### src/rtl/frame_sched_pkg.sv
// -----------------------------------------------------------------------------
// frame_sched_pkg
//   Shared definitions for the frame/slot scheduler:
//     - sched_state_e : scheduler FSM states (IDLE, ARB, BUSY, HOLD)
//     - N_REQ_DEF, SLOTS_PER_FRAME_DEF : default configuration
//     - gid_w()       : width of a requester index for a given requester count
// -----------------------------------------------------------------------------
package frame_sched_pkg;

    typedef enum logic [1:0] {
        ST_IDLE = 2'd0,  // waiting for a frame start
        ST_ARB  = 2'd1,  // one-cycle arbitration after an accepted tick
        ST_BUSY = 2'd2,  // resource granted, waiting for done
        ST_HOLD = 2'd3   // slot finished (or empty), waiting for next tick
    } sched_state_e;

    localparam int N_REQ_DEF           = 4;
    localparam int SLOTS_PER_FRAME_DEF = 10;

    // Width of a requester index; never narrower than one bit.
    function automatic int gid_w(input int n);
        return (n > 1) ? $clog2(n) : 1;
    endfunction

endpackage

### src/rtl/rr_arbiter_pick.sv
// -----------------------------------------------------------------------------
// rr_arbiter_pick
//   Round-robin selector. Combinationally picks the first asserted request at
//   or after the internal pointer (wrapping). When load is high and a pick is
//   valid, the pointer advances to one past the picked index.
//
// Ports:
//   clk      in   system clock
//   rst      in   synchronous, active-high reset (pointer -> 0)
//   req      in   [N_REQ-1:0] request vector
//   load     in   commit the current pick (advance pointer)
//   valid    out  at least one request is asserted
//   pick     out  [N_REQ-1:0] one-hot pick (zero when !valid)
//   pick_id  out  [ID_W-1:0]  index of the pick (zero when !valid)
// -----------------------------------------------------------------------------
module rr_arbiter_pick
    import frame_sched_pkg::*;
#(
    parameter int N_REQ = N_REQ_DEF,
    parameter int ID_W  = gid_w(N_REQ)
) (
    input  logic             clk,
    input  logic             rst,
    input  logic [N_REQ-1:0] req,
    input  logic             load,
    output logic             valid,
    output logic [N_REQ-1:0] pick,
    output logic [ID_W-1:0]  pick_id
);

    logic [ID_W-1:0] ptr_q, ptr_d;
    logic [ID_W-1:0] idx;

    // Scan N_REQ positions starting at the pointer; the first hit wins.
    // NOTE: every variable driven here gets a default before the loop, so no
    // path leaves it unassigned and no latch is inferred.
    always_comb begin
        valid   = 1'b0;
        pick_id = '0;
        idx     = '0;
        for (int k = 0; k < N_REQ; k++) begin
            idx = ID_W'((int'(ptr_q) + k) % N_REQ);
            if (!valid && req[idx]) begin
                valid   = 1'b1;
                pick_id = idx;
            end
        end
    end

    assign pick = valid ? (N_REQ'(1) << pick_id) : '0;

    always_comb begin
        ptr_d = ptr_q;
        if (load && valid) begin
            ptr_d = (pick_id == ID_W'(N_REQ - 1)) ? '0 : pick_id + ID_W'(1);
        end
    end

    // NOTE: state registers use non-blocking assignments so every flop samples
    // pre-edge values regardless of block evaluation order.
    always_ff @(posedge clk) begin
        if (rst) ptr_q <= '0;
        else     ptr_q <= ptr_d;
    end

endmodule

### src/rtl/frame_slot_scheduler.sv
// -----------------------------------------------------------------------------
// frame_slot_scheduler
//   Time-division scheduler sharing one processing resource among N_REQ
//   requesters. Each frame (tick_frame) is split into SLOTS_PER_FRAME slots
//   (tick_slot); each slot grants at most one requester, chosen round-robin.
//   A tick that arrives while a grant is still outstanding revokes it and
//   records a sticky overrun.
//
//   Optional build macro FRAME_SLOT_WATCHDOG_EN adds a watchdog: if
//   SLOTS_PER_FRAME+2 slot strobes arrive without a frame strobe, tick_lost is
//   set and the scheduler is forced back to IDLE (no overrun recorded).
//
// Ports:
//   clk          in   system clock
//   rst          in   synchronous, active-high reset
//   tick_frame   in   frame-start strobe
//   tick_slot    in   slot strobe
//   req          in   [N_REQ-1:0] per-client request (level)
//   done         in   [N_REQ-1:0] completion strobe (only grantee's honoured)
//   clr_err      in   clears overrun (and tick_lost)
//   grant        out  [N_REQ-1:0] one-hot or zero grant
//   grant_id     out  index of current/last grantee
//   slot_idx     out  [SLOT_W-1:0] current slot number
//   frame_start  out  one-cycle pulse per accepted tick_frame
//   tick_lost    out  sticky watchdog flag (FRAME_SLOT_WATCHDOG_EN only)
//   overrun      out  sticky revocation flag
//   overrun_id   out  grantee captured at the most recent overrun
// -----------------------------------------------------------------------------
module frame_slot_scheduler
    import frame_sched_pkg::*;
#(
    parameter int N_REQ           = N_REQ_DEF,
    parameter int SLOTS_PER_FRAME = SLOTS_PER_FRAME_DEF,
    parameter int SLOT_W          = 4,
    localparam int ID_W           = gid_w(N_REQ)
) (
    input  logic              clk,
    input  logic              rst,
    input  logic              tick_frame,
    input  logic              tick_slot,
    input  logic [N_REQ-1:0]  req,
    input  logic [N_REQ-1:0]  done,
    input  logic              clr_err,
    output logic [N_REQ-1:0]  grant,
    output logic [ID_W-1:0]   grant_id,
    output logic [SLOT_W-1:0] slot_idx,
    output logic              frame_start,
`ifdef FRAME_SLOT_WATCHDOG_EN
    output logic              tick_lost,
`endif
    output logic              overrun,
    output logic [ID_W-1:0]   overrun_id
);

    sched_state_e      state_q;
    logic [N_REQ-1:0]  grant_q;
    logic [ID_W-1:0]   grant_id_q;
    logic [SLOT_W-1:0] slot_idx_q;
    logic              frame_start_q;
    logic              overrun_q;
    logic [ID_W-1:0]   overrun_id_q;

    logic              arb_valid;
    logic [N_REQ-1:0]  arb_pick;
    logic [ID_W-1:0]   arb_id;

    logic tick_any;      // a tick accepted outside IDLE
    logic grantee_done;  // done strobe from the current grantee
    logic last_slot;
    logic wd_fire;       // watchdog forces IDLE this cycle
    logic arb_load;
    logic overrun_set;

    assign tick_any     = (state_q != ST_IDLE) && (tick_frame || tick_slot);
    assign grantee_done = done[grant_id_q];
    assign last_slot    = (slot_idx_q == SLOT_W'(SLOTS_PER_FRAME - 1));

    // Only a real commit in ARB advances the round-robin pointer; a tick or a
    // watchdog hit during ARB abandons the arbitration.
    assign arb_load     = (state_q == ST_ARB) && !tick_any && !wd_fire;

    // A tick cuts an outstanding grant short unless done arrives in the same
    // cycle; the watchdog recovery is not an overrun.
    assign overrun_set  = tick_any && (state_q == ST_BUSY) && !grantee_done && !wd_fire;

`ifdef FRAME_SLOT_WATCHDOG_EN
    logic [4:0] wd_cnt_q;
    logic       tick_lost_q;

    // Slot strobes coincident with a frame strobe are not counted: the frame wins.
    assign wd_fire = tick_slot && !tick_frame && (wd_cnt_q == 5'(SLOTS_PER_FRAME + 1));

    always_ff @(posedge clk) begin
        if (rst) begin
            wd_cnt_q    <= '0;
            tick_lost_q <= 1'b0;
        end else begin
            if (tick_frame) begin
                wd_cnt_q <= '0;
            end else if (tick_slot && (wd_cnt_q < 5'(SLOTS_PER_FRAME + 2))) begin
                wd_cnt_q <= wd_cnt_q + 5'd1;
            end
            if (wd_fire)      tick_lost_q <= 1'b1;
            else if (clr_err) tick_lost_q <= 1'b0;
        end
    end

    assign tick_lost = tick_lost_q;
`else
    assign wd_fire = 1'b0;
`endif

    rr_arbiter_pick #(
        .N_REQ (N_REQ),
        .ID_W  (ID_W)
    ) u_rr (
        .clk     (clk),
        .rst     (rst),
        .req     (req),
        .load    (arb_load),
        .valid   (arb_valid),
        .pick    (arb_pick),
        .pick_id (arb_id)
    );

    always_ff @(posedge clk) begin
        if (rst) begin
            state_q       <= ST_IDLE;
            grant_q       <= '0;
            grant_id_q    <= '0;
            slot_idx_q    <= '0;
            frame_start_q <= 1'b0;
            overrun_q     <= 1'b0;
            overrun_id_q  <= '0;
        end else begin
            frame_start_q <= 1'b0;

            if (wd_fire) begin
                state_q <= ST_IDLE;
                grant_q <= '0;
            end else if (tick_any) begin
                // Any accepted tick ends the current slot's grant.
                grant_q <= '0;
                if (tick_frame) begin
                    slot_idx_q    <= '0;
                    frame_start_q <= 1'b1;
                    state_q       <= ST_ARB;
                end else if (!last_slot) begin
                    slot_idx_q <= slot_idx_q + SLOT_W'(1);
                    state_q    <= ST_ARB;
                end else begin
                    // Slot strobe past the last slot: wait for a new frame.
                    state_q <= ST_IDLE;
                end
            end else begin
                case (state_q)
                    ST_IDLE: begin
                        if (tick_frame) begin
                            slot_idx_q    <= '0;
                            frame_start_q <= 1'b1;
                            state_q       <= ST_ARB;
                        end
                    end
                    ST_ARB: begin
                        if (arb_valid) begin
                            grant_q    <= arb_pick;
                            grant_id_q <= arb_id;
                            state_q    <= ST_BUSY;
                        end else begin
                            grant_q <= '0;
                            state_q <= ST_HOLD;
                        end
                    end
                    ST_BUSY: begin
                        if (grantee_done) begin
                            grant_q <= '0;
                            state_q <= ST_HOLD;
                        end
                    end
                    ST_HOLD: begin
                    end
                    default: state_q <= ST_IDLE;
                endcase
            end

            // Setting wins over a simultaneous clear.
            if (overrun_set) begin
                overrun_q    <= 1'b1;
                overrun_id_q <= grant_id_q;
            end else if (clr_err) begin
                overrun_q <= 1'b0;
            end
        end
    end

    assign grant       = grant_q;
    assign grant_id    = grant_id_q;
    assign slot_idx    = slot_idx_q;
    assign frame_start = frame_start_q;
    assign overrun     = overrun_q;
    assign overrun_id  = overrun_id_q;

endmodule

### config.mk
export PLATFORM = sky130hd
export DESIGN_NAME = frame_slot_scheduler
export DESIGN_NICKNAME = d
export VERILOG_FILES = /design/src/rtl/frame_sched_pkg.sv /design/src/rtl/rr_arbiter_pick.sv /design/src/rtl/frame_slot_scheduler.sv
export SDC_FILE = /design/constraint.sdc
export NUM_CORES = 1
export LEC_CHECK = 0
export ABC_CLOCK_PERIOD_IN_PS = 4750
export CAP_MARGIN = 20
export CORE_AREA = 2 2 64 42
export DETAILED_ROUTE_END_ITERATION = 10
export DIE_AREA = 0 0 66 44
export HOLD_SLACK_MARGIN = 0.06
export MAX_ROUTING_LAYER = met4
export PLACE_DENSITY_LB_ADDON = 0.15
export SYNTH_ARGS = -nofsm -noshare
export SYNTH_HDL_FRONTEND = slang
export SYNTH_HIERARCHICAL = 1
export SYNTH_SLANG_ARGS = --single-unit
### constraint.sdc
create_clock -name clk -period 4.75 [get_ports clk]
set_input_delay 0.475 -clock clk [delete_from_list [all_inputs] [get_ports clk]]
set_output_delay 0.475 -clock clk [all_outputs]
set_load 0.05 [all_outputs]
==> impl_metrics.tcl, run 1 <==
set metrics [dict create \
    coreArea_um2 2350 \
    startpoint_type "input port" \
    drc_errors 0 \
    min_path_type "reg -> reg" \
    finalCriticalPeriod_ns 2.12 \
    io_buffers 26 \
    maxCapViolations 0 \
    die_area_um2 2900 \
    wl_per_cell_um 13.2 \
    antenna_found_initial 0 \
    yosys.area.top_type_share_pct 31.8 \
    synthFlopType "dfxtp_1" \
    dr.first_iter.drc_count 59 \
    dr_total_vias 943 \
    p_leak_uw 0.000556 \
    synth_edf_count 0 \
    synth-seq-area-share_pct 31.8 \
    power_frac_seq_pct 29.6 \
    synthArstFlopShare_pct 0 \
    core.rowCount 14 \
    cts-root-buf "clkbuf_8" \
    synth_top_family_by_area "compound AO/OA/AOI/OAI gates" \
    cp.required_ns 4.87 \
    synth_area_um2 1130 \
    area_growth_pct 29.0 \
    ys_types 41 \
    synth_top_cells_by_area "dfxtp_1 32%, ha_1 11%, nor2b_1 5.0%" \
    vias_per_cell 5.24 \
    synth_mux_area_share_pct 7.06 \
    h-tree-depth 1 \
    pwr_density_cell_nw_per_um2 462 \
    synth_compound_area_share_pct 22.7 \
    cts.repair.resized 0 \
    critical-path-top-delay-family "compound AO/OA/AOI/OAI gates" \
    cts_hold_buffers 0 \
    cts_tree "done" \
    crit_buf_inv 1 \
    p_clk_share_pct 18.2 \
    final_common_cell "clkdlybuf4s50_1" \
    dieHeight_um 44 \
    clk_path_buf_depth 2 \
    path_clk_slew_ns 0.07 \
    slowest_delay_ns 0.55 \
    drv_slew 0 \
    ios 27 \
    initial_core_util_pct 48.3 \
    clock_sinks 18 \
    cts_buffers 3 \
    skew_ns 0.00459 \
    setup_viol 0 \
    synth_seq_cells 18 \
    avgSynthCellArea_um2 9.38 \
    drt-total-wl_um 2370 \
    synth_nets 144 \
    outcome "finished, final reports clean" \
    ys.warnings.count 6 \
    path_class "in -> reg" \
    fmax_mhz 472 \
    worst-path-max-fanout 8 \
    grt_pass1_wl_um 3860 \
    rsz0062_at_grt "false" \
    mostFrequentLayoutCells "26 x clkdlybuf4s50_1, 18 x dfxtp_1, 12 x nor2_1" \
    grt_pass1_vias 861 \
    tns_ns 0 \
    cp-end-kind "flop" \
    p_comb_share_pct 52.2 \
    crit_slowest_cell "clkdlybuf4s50_1" \
    p_int_uw 403 \
    cp_cell_sequence "clkdlybuf4s50_1, o21bai_1, and2_1, o41a_1, mux2i_1, nor2_1" \
    arrival_ns 2.24 \
    grt_overflow 0 \
    postSynthCellCount 121 \
    synthAdderAreaFrac_pct 11.0 \
    dieWidth_um 66 \
    drive_above_1_share_pct 7.43 \
    insertedDiodeCount 0 \
    finalHoldViolations 0 \
    grt_use_total_pct 18.2 \
    nNetsFinal 172 \
    yosysTopAreaCell "dfxtp_1" \
    slew_headroom_pct 59.8 \
    cts_setup_buffers 0 \
    clock_latency_ns 0.25 \
    worstMarginPinSlew_ns 0.601 \
    num-fill-cells 187 \
    antenna_left 0 \
    min_period_over_period_pct 44.6 \
    grt_max_degree 18 \
    synth-simple-area-share_pct 20.8 \
    place_hpwl_um 1760 \
    dr.pass1.iters 4 \
    synth_xor_xnor_area_share_pct 2.32 \
    power.share.switching_pct 40.3 \
    globalplace.congestion 0.800 \
    p_switching_uw 272 \
    vdd_ir_drop_max_mv 0.276 \
    utilization_pct 62.4 \
]
-- final cells by class --
class / instances / area [µm²] / share of cell area, %
multi-input combinational: 94 / 726 / 49.6
clock buffer: 4 / 55.1 / 3.76
sequential: 18 / 360 / 24.6
timing repair buffer: 26 / 260 / 17.8
inverter: 6 / 22.5 / 1.54
tap: 32 / 40.0 / 2.74
-- per-layer routing --
metal | vias up | GRT usage [%] | routed length (µm) | part of all wire (%)
met3 | 2 | 6.75 | 159 | 6.7
met2 | 22 | 29.1 | 1020 | 43
met4 | 0 | 3.67 | 8 | 0.34
met1 | 433 | 22.2 | 1190 | 50
li1 | 486 | - | - | -
met5 | - | - | 0 | 0
-- worst min-delay path, stage by stage, from the launching register on --
cell     delay (ns)
dfxtp_1        0.31
o21ai_1        0.07
a21oi_1        0.07
-- power groups by stage --
| stage | sequential (µW) | combinational [µW] | clock [µW] |
|---|---|---|---|
| after global routing | 203 | 385 | 134 |
| after detailed placement | 202 | 347 | 0 |
| after global placement | 201 | 343 | 0 |
| final | 200 | 353 | 123 |
| after floorplan | 234 | 236 | 0 |
| after CTS | 199 | 352 | 126 |
-- per-stage QoR --
stage | cell area (µm²) | power (µW) | setup WS [ns] | std cells | hold slack, ns
2_1_floorplan | 1130 | 470 | 3.06 | 121 | 0.465
4_1_cts | 1460 | 678 | 2.64 | 180 | 0.494
3_5_place_dp | 1410 | 549 | 2.38 | 176 | 0.480
3_3_place_gp | 1410 | 543 | 2.45 | 176 | 0.478
5_1_grt | 1460 | 721 | 2.54 | 180 | 0.531
6_report | 1460 | 676 | 2.63 | 180 | 0.496
-- worst paths after layout --
check / start / slack [ns] / depth (start not counted) / end
max reg2reg: state_q[0] / 3.03 / 6 / slot_idx[1]
min: overrun_id[0] / 0.50 / 2 / overrun_id[0]
min reg2reg: overrun_id[0] / 0.50 / 2 / overrun_id[0]
max: tick_frame / 2.63 / 6 / u_rr/ptr_q[1]
-- cells in the mapped netlist (3+ instances only) --
cell type,number
dfxtp_1,18
nor2_1,12
ha_1,10
nor2b_1,9
inv_1,6
mux2i_1,5
a21oi_1,4
a22oi_1,4
nand2b_1,4
nor3_1,4
o21bai_1,4
nand3_1,3
-- state kept, by name (all words and copies together) (netlist names) --
register and count:
frame_start 1, grant 4, grant_id 2, overrun 1
overrun_id 2, slot_idx 4, state_q 2, u_rr/ptr_q 2
-- cells by family (layout without fill, tap and decap cells) --
| group | Yosys count | count (layout) |
|---|---|---|
| flip-flops | 18 | 18 |
| AND/OR/NAND/NOR | 43 | 43 |
| multiplexers | 7 | 7 |
| adder cells (fa/ha/maj) | 10 | 10 |
| buffers and inverters | 9 | 36 |
| AO/OA/AOI/OAI | 31 | 31 |
| XOR/XNOR | 3 | 3 |
Power figures use the tool's default switching activity.
==> run 2: changes to the inputs <==
--- a/config.mk
+++ b/config.mk
@@ -5,11 +5,11 @@
 export SDC_FILE = /design/constraint.sdc
 export NUM_CORES = 1
 export LEC_CHECK = 0
-export ABC_CLOCK_PERIOD_IN_PS = 4750
+export ABC_CLOCK_PERIOD_IN_PS = 2100
 export CAP_MARGIN = 20
-export CORE_AREA = 2 2 64 42
+export CORE_AREA = 2 2 66 43
 export DETAILED_ROUTE_END_ITERATION = 10
-export DIE_AREA = 0 0 66 44
+export DIE_AREA = 0 0 68 45
 export HOLD_SLACK_MARGIN = 0.06
 export MAX_ROUTING_LAYER = met4
 export PLACE_DENSITY_LB_ADDON = 0.15
==> constraint.sdc (replaced) <==
create_clock -name clk -period 2.1 [get_ports clk]
set_input_delay 0.21 -clock clk [delete_from_list [all_inputs] [get_ports clk]]
set_output_delay 0.21 -clock clk [all_outputs]
set_load 0.05 [all_outputs]
==> run 2 against run 1 <==
  * Non-clock buffer count is 2 higher
  * Count of clock-buffer cells in the layout stayed put
  * Combinational power is 130% higher
  * Clock power is 130% higher
  * Flip-flop and latch count stayed put
  * Wire length is 2.0% lower
  * Sequential power is 120% higher
  * Via count is 0.85% higher
  * Sequential share of layout area is 0.25 points lower
  * Highest routed layer unchanged
  * Largest cell class unchanged
  * Die area is 5.4% higher
  * Hold slack worse by 0.010 ns
==> impl_metrics.tcl, run 2 (synthesis results as in run 1) <==
set metrics [dict create \
    drt-met1-wl_um 1250 \
    clock_sinks 18 \
    setup_viol 0 \
    finalCriticalPeriod_ns 1.79 \
    mostFrequentLayoutCells "26 x clkdlybuf4s50_1, 18 x dfxtp_1, 12 x nor2_1" \
    maxCapViolations 0 \
    cts.repair.resized 0 \
    antenna_found_initial 0 \
    path_class "in -> reg" \
    skew_ns 0.00254 \
    coreArea_um2 2420 \
    drv_slew 0 \
    drt-total-wl_um 2330 \
    dieWidth_um 68 \
    vdd_ir_drop_max_mv 0.601 \
    min_period_over_period_pct 85.2 \
    fmax_mhz 559 \
    h-tree-depth 1 \
    final_common_cell "clkdlybuf4s50_1" \
    cp.required_ns 2.25 \
    grt_use_total_pct 18.0 \
    grt_pass1_vias 882 \
    worstMarginPinSlew_ns 0.558 \
    outcome "finished, final reports clean" \
    drc_errors 0 \
    tns_ns 0 \
    cp-end-kind "flop" \
    arrival_ns 1.94 \
    pwr_density_cell_nw_per_um2 1050 \
    globalplace.congestion 0.770 \
    cp_cell_sequence "clkdlybuf4s50_1, a21o_1, a21boi_0, o21ai_0, ha_1, nor2b_1, a22oi_1, nor2_1" \
    cts-root-buf "clkbuf_8" \
    rsz0062_at_grt "false" \
    multiInputGateArea_um2 726 \
    p_leak_uw 0.000566 \
    ios 27 \
    slew_headroom_pct 62.7 \
    path_clk_slew_ns 0.07 \
    die_area_um2 3060 \
    io_buffers 26 \
    cts_buffers 3 \
    worst-path-max-fanout 8 \
    top_layer "met4" \
    route.met2.wl_um 916 \
    antenna_left 0 \
    vias_per_cell 5.23 \
    initial_core_util_pct 46.9 \
    finalHoldViolations 0 \
    nNetsFinal 174 \
    grt_overflow 0 \
    wl_per_cell_um 12.8 \
    grt_max_degree 18 \
    drive_above_1_share_pct 8.67 \
    area_growth_pct 30.3 \
    startpoint_type "input port" \
    fin_area_um2 1480 \
    wl_met3_um 136 \
    cts_tree "done" \
    crit_slowest_cell "clkdlybuf4s50_1" \
    dieHeight_um 45 \
    cts_hold_buffers 0 \
    dr_total_vias 951 \
    place_hpwl_um 1840 \
    layout.area.seq_um2 360 \
    clk_path_buf_depth 2 \
    dr.pass1.iters 4 \
    placed_area_um2 1420 \
    slowest_delay_ns 0.53 \
    min_path_type "reg -> reg" \
    grt_pass1_wl_um 3850 \
    dr.first_iter.drc_count 38 \
    clock_latency_ns 0.26 \
    insertedDiodeCount 0 \
    num-fill-cells 208 \
    core.rowCount 14 \
    cts_setup_buffers 0 \
]
==> run 2: final cells by class <==
| class | count | area share, % |
|---|---|---|
| timing repair buffer | 28 | 18.6 |
| multi-input combinational | 94 | 49.1 |
| clock buffer | 4 | 3.72 |
| tap | 32 | 2.71 |
| inverter | 6 | 1.52 |
| sequential | 18 | 24.4 |
==> run 2: final timing paths <==
check / start / endpoint / slack [ns] / cells after the start
setup / recovery: req[1] / grant[0] / 0.31 / 8
hold / removal: overrun_id[0] / overrun_id[0] / 0.49 / 2
hold reg to reg: overrun_id[0] / overrun_id[0] / 0.49 / 2
setup reg to reg: state_q[0] / state_q[0] / 0.44 / 6
==> run 2: critical path, delay by kind of cell <==
kind,cells,cell delay [ns]
AOI/OAI and AO/OA,4,0.81
adders and majority gates,1,0.21
buffers and inverters,1,0.53
and+or+nand+nor,2,0.18
==> run 2: routing by layer <==
| layer | up-vias | global-route usage, % |
|---|---|---|
| met5 | - | - |
| met4 | 0 | 6.00 |
| met3 | 4 | 6.23 |
| met2 | 19 | 25.6 |
| met1 | 440 | 23.8 |
| li1 | 488 | - |
==> run 2: through the flow <==
| stage | setup slack (ns) | total power [µW] | hold WS [ns] | cells | utilization, % |
|---|---|---|---|---|---|
| after floorplan | 0.410 | 1060 | 0.282 | 121 | - |
| after global placement | 0.0923 | 1250 | 0.464 | 178 | 58.9 |
| after detailed placement | 0.0784 | 1270 | 0.475 | 178 | 58.9 |
| after CTS | 0.320 | 1560 | 0.485 | 182 | 61.2 |
| after global routing | 0.165 | 1670 | 0.523 | 182 | 61.2 |
| final | 0.310 | 1550 | 0.486 | 182 | 61.2 |
==> run 2: where the power goes <==
part           switching, µW  internal (µW)  total, µW
Combinational            447            362        810
Clock                    121            167        288
Sequential              51.4            398        449
==> run 3: changes to the inputs <==
--- a/config.mk
+++ b/config.mk
@@ -8,11 +8,14 @@
 export ABC_CLOCK_PERIOD_IN_PS = 2100
 export CAP_MARGIN = 20
 export CORE_AREA = 2 2 66 43
+export CTS_CLUSTER_DIAMETER = 120
 export DETAILED_ROUTE_END_ITERATION = 10
 export DIE_AREA = 0 0 68 45
 export HOLD_SLACK_MARGIN = 0.06
 export MAX_ROUTING_LAYER = met4
 export PLACE_DENSITY_LB_ADDON = 0.15
+export REMOVE_ABC_BUFFERS = 1
+export SLEW_MARGIN = 20
 export SYNTH_ARGS = -nofsm -noshare
 export SYNTH_HDL_FRONTEND = slang
 export SYNTH_HIERARCHICAL = 1
==> run 3 against run 2 <==
  * Count of clock-buffer cells in the layout is the same
  * Die area stayed put
  * Wire length rose by 2.0%
  * Critical path type is now reg -> out
  * Clock power about the same
  * Final area rose by 0.51%
  * Highest routed layer unchanged
  * Sequential share of layout area down 0.12 points
  * Global-route usage up 0.84 points
  * Final cell count rose by 0.55%
  * Largest cell class unchanged
  * Core utilization increased by 0.31 points
  * Hold slack gained 0.0075 ns
  * Fmax up 0.68%
  * Total power up 0.51%
  * Critical endpoint is now grant_id[1]
==> impl_metrics.tcl, run 3 (synthesis results as in run 1) <==
set metrics [dict create \
    initial_core_util_pct 46.9 \
    area_growth_pct 31.0 \
    dr.first_iter.drc_count 51 \
    dieWidth_um 68 \
    cts_hold_buffers 0 \
    grt_use_total_pct 18.8 \
    maxCapViolations 0 \
    layout.area.seq_um2 360 \
    vdd_ir_drop_max_mv 0.628 \
    multiInputGateArea_um2 726 \
    min_path_type "reg -> reg" \
    tns_ns 0 \
    slew_headroom_pct 63.7 \
    critical-path-top-delay-family "buffers and inverters" \
    place_hpwl_um 1880 \
    h-tree-depth 1 \
    outcome "finished, final reports clean" \
    cp_cell_sequence "clkdlybuf4s50_1" \
    nNetsFinal 175 \
    fmax_mhz 562 \
    cts_buffers 3 \
    grt_max_degree 18 \
    coreArea_um2 2420 \
    dr.pass1.iters 4 \
    pwr_density_cell_nw_per_um2 1050 \
    drc_errors 0 \
    p_leak_uw 0.000571 \
    cts.repair.resized 0 \
    die_area_um2 3060 \
    num-fill-cells 214 \
    wl_per_cell_um 13.0 \
    mostFrequentLayoutCells "26 x clkdlybuf4s50_1, 18 x dfxtp_1, 12 x nor2_1" \
    grt_pass1_wl_um 4110 \
    vias_per_cell 5.30 \
    min_period_over_period_pct 84.7 \
    path_clk_slew_ns 0.07 \
    final_cells 183 \
    rsz0062_at_grt "false" \
    grt_overflow 0 \
    cts_setup_buffers 0 \
    ios 27 \
    p_total_uw 1550 \
    arrival_ns 1.57 \
    startpoint_type "flop" \
    path_class "reg -> out" \
    globalplace.congestion 0.772 \
    grt_pass1_vias 916 \
    antenna_left 0 \
    placedCellCount 179 \
    dr_total_vias 969 \
    cts_tree "done" \
    final_common_cell "clkdlybuf4s50_1" \
    io_buffers 26 \
    clk_path_buf_depth 2 \
    crit_buf_inv 1 \
    drt-total-wl_um 2370 \
    worst-path-max-fanout 5 \
    insertedDiodeCount 0 \
    drv_slew 0 \
    antenna_found_initial 0 \
    crit_slowest_cell "clkdlybuf4s50_1" \
    dieHeight_um 45 \
    cp-end-kind "output pin" \
    drive_above_1_share_pct 9.27 \
    core.rowCount 14 \
    cts-root-buf "clkbuf_8" \
    worstMarginPinSlew_ns 0.543 \
    slowest_delay_ns 0.85 \
    clock_latency_ns 0.26 \
    finalCriticalPeriod_ns 1.78 \
    cp.required_ns 1.89 \
    setup_viol 0 \
    clock_sinks 18 \
    finalHoldViolations 0 \
    skew_ns 0.00134 \
]
[run 3: cell types whose count changed in the layout (fill, tap and decap cells not counted), sizes merged]
cell | previous run | this run
buf | 2 | 3
[run 3: routing by layer]
layer / vias up / wire length, µm / GRT usage [%]
met4: 0 / 12 / 4.80
met5: - / 0 / -
li1: 498 / - / -
met2: 31 / 977 / 28.7
met3: 2 / 171 / 5.24
met1: 438 / 1210 / 24.7
[run 3: cell type report]
class,count,share of cell area (%)
multi-input cells,94,48.8
flip-flops and latches,18,24.2
repair buffers,29,19.0
clock buffers,4,3.70
well taps,32,2.69
inverters,6,1.52
[run 3: per-stage QoR]
stage	hold WS (ns)	instance area [µm²]	utilization (%)	worst slack, ns
after global placement	0.470	1430	59.2	0.110
after CTS	0.490	1490	61.5	0.318
final	0.493	1490	61.5	0.322
after global routing	0.525	1490	61.5	0.184
after detailed placement	0.480	1430	59.2	0.0797
after floorplan	0.277	1110	-	0.410
[run 3: final timing paths]
kind | startpoint | endpoint | slack (ns) | cells after the start
min reg2reg | overrun_id[0] | overrun_id[0] | 0.49 | 2
min | overrun_id[0] | overrun_id[0] | 0.49 | 2
max reg2reg | state_q[0] | state_q[1] | 0.46 | 6
max | grant_id[1] | grant_id[1] | 0.32 | 1
[run 3: where the power goes]
group          switching (µW)  internal, µW
sequential               52.3           398
combinational             453           365
clock                     119           167
total                     625           930
[run 3: worst register-to-register path, stage by stage, from the launching register on]
cell,delay (ns)
dfxtp_1,0.36
inv_1,0.09
ha_1,0.26
or2_2,0.33
nor3_1,0.27
a221oi_4,0.08
mux2i_1,0.14
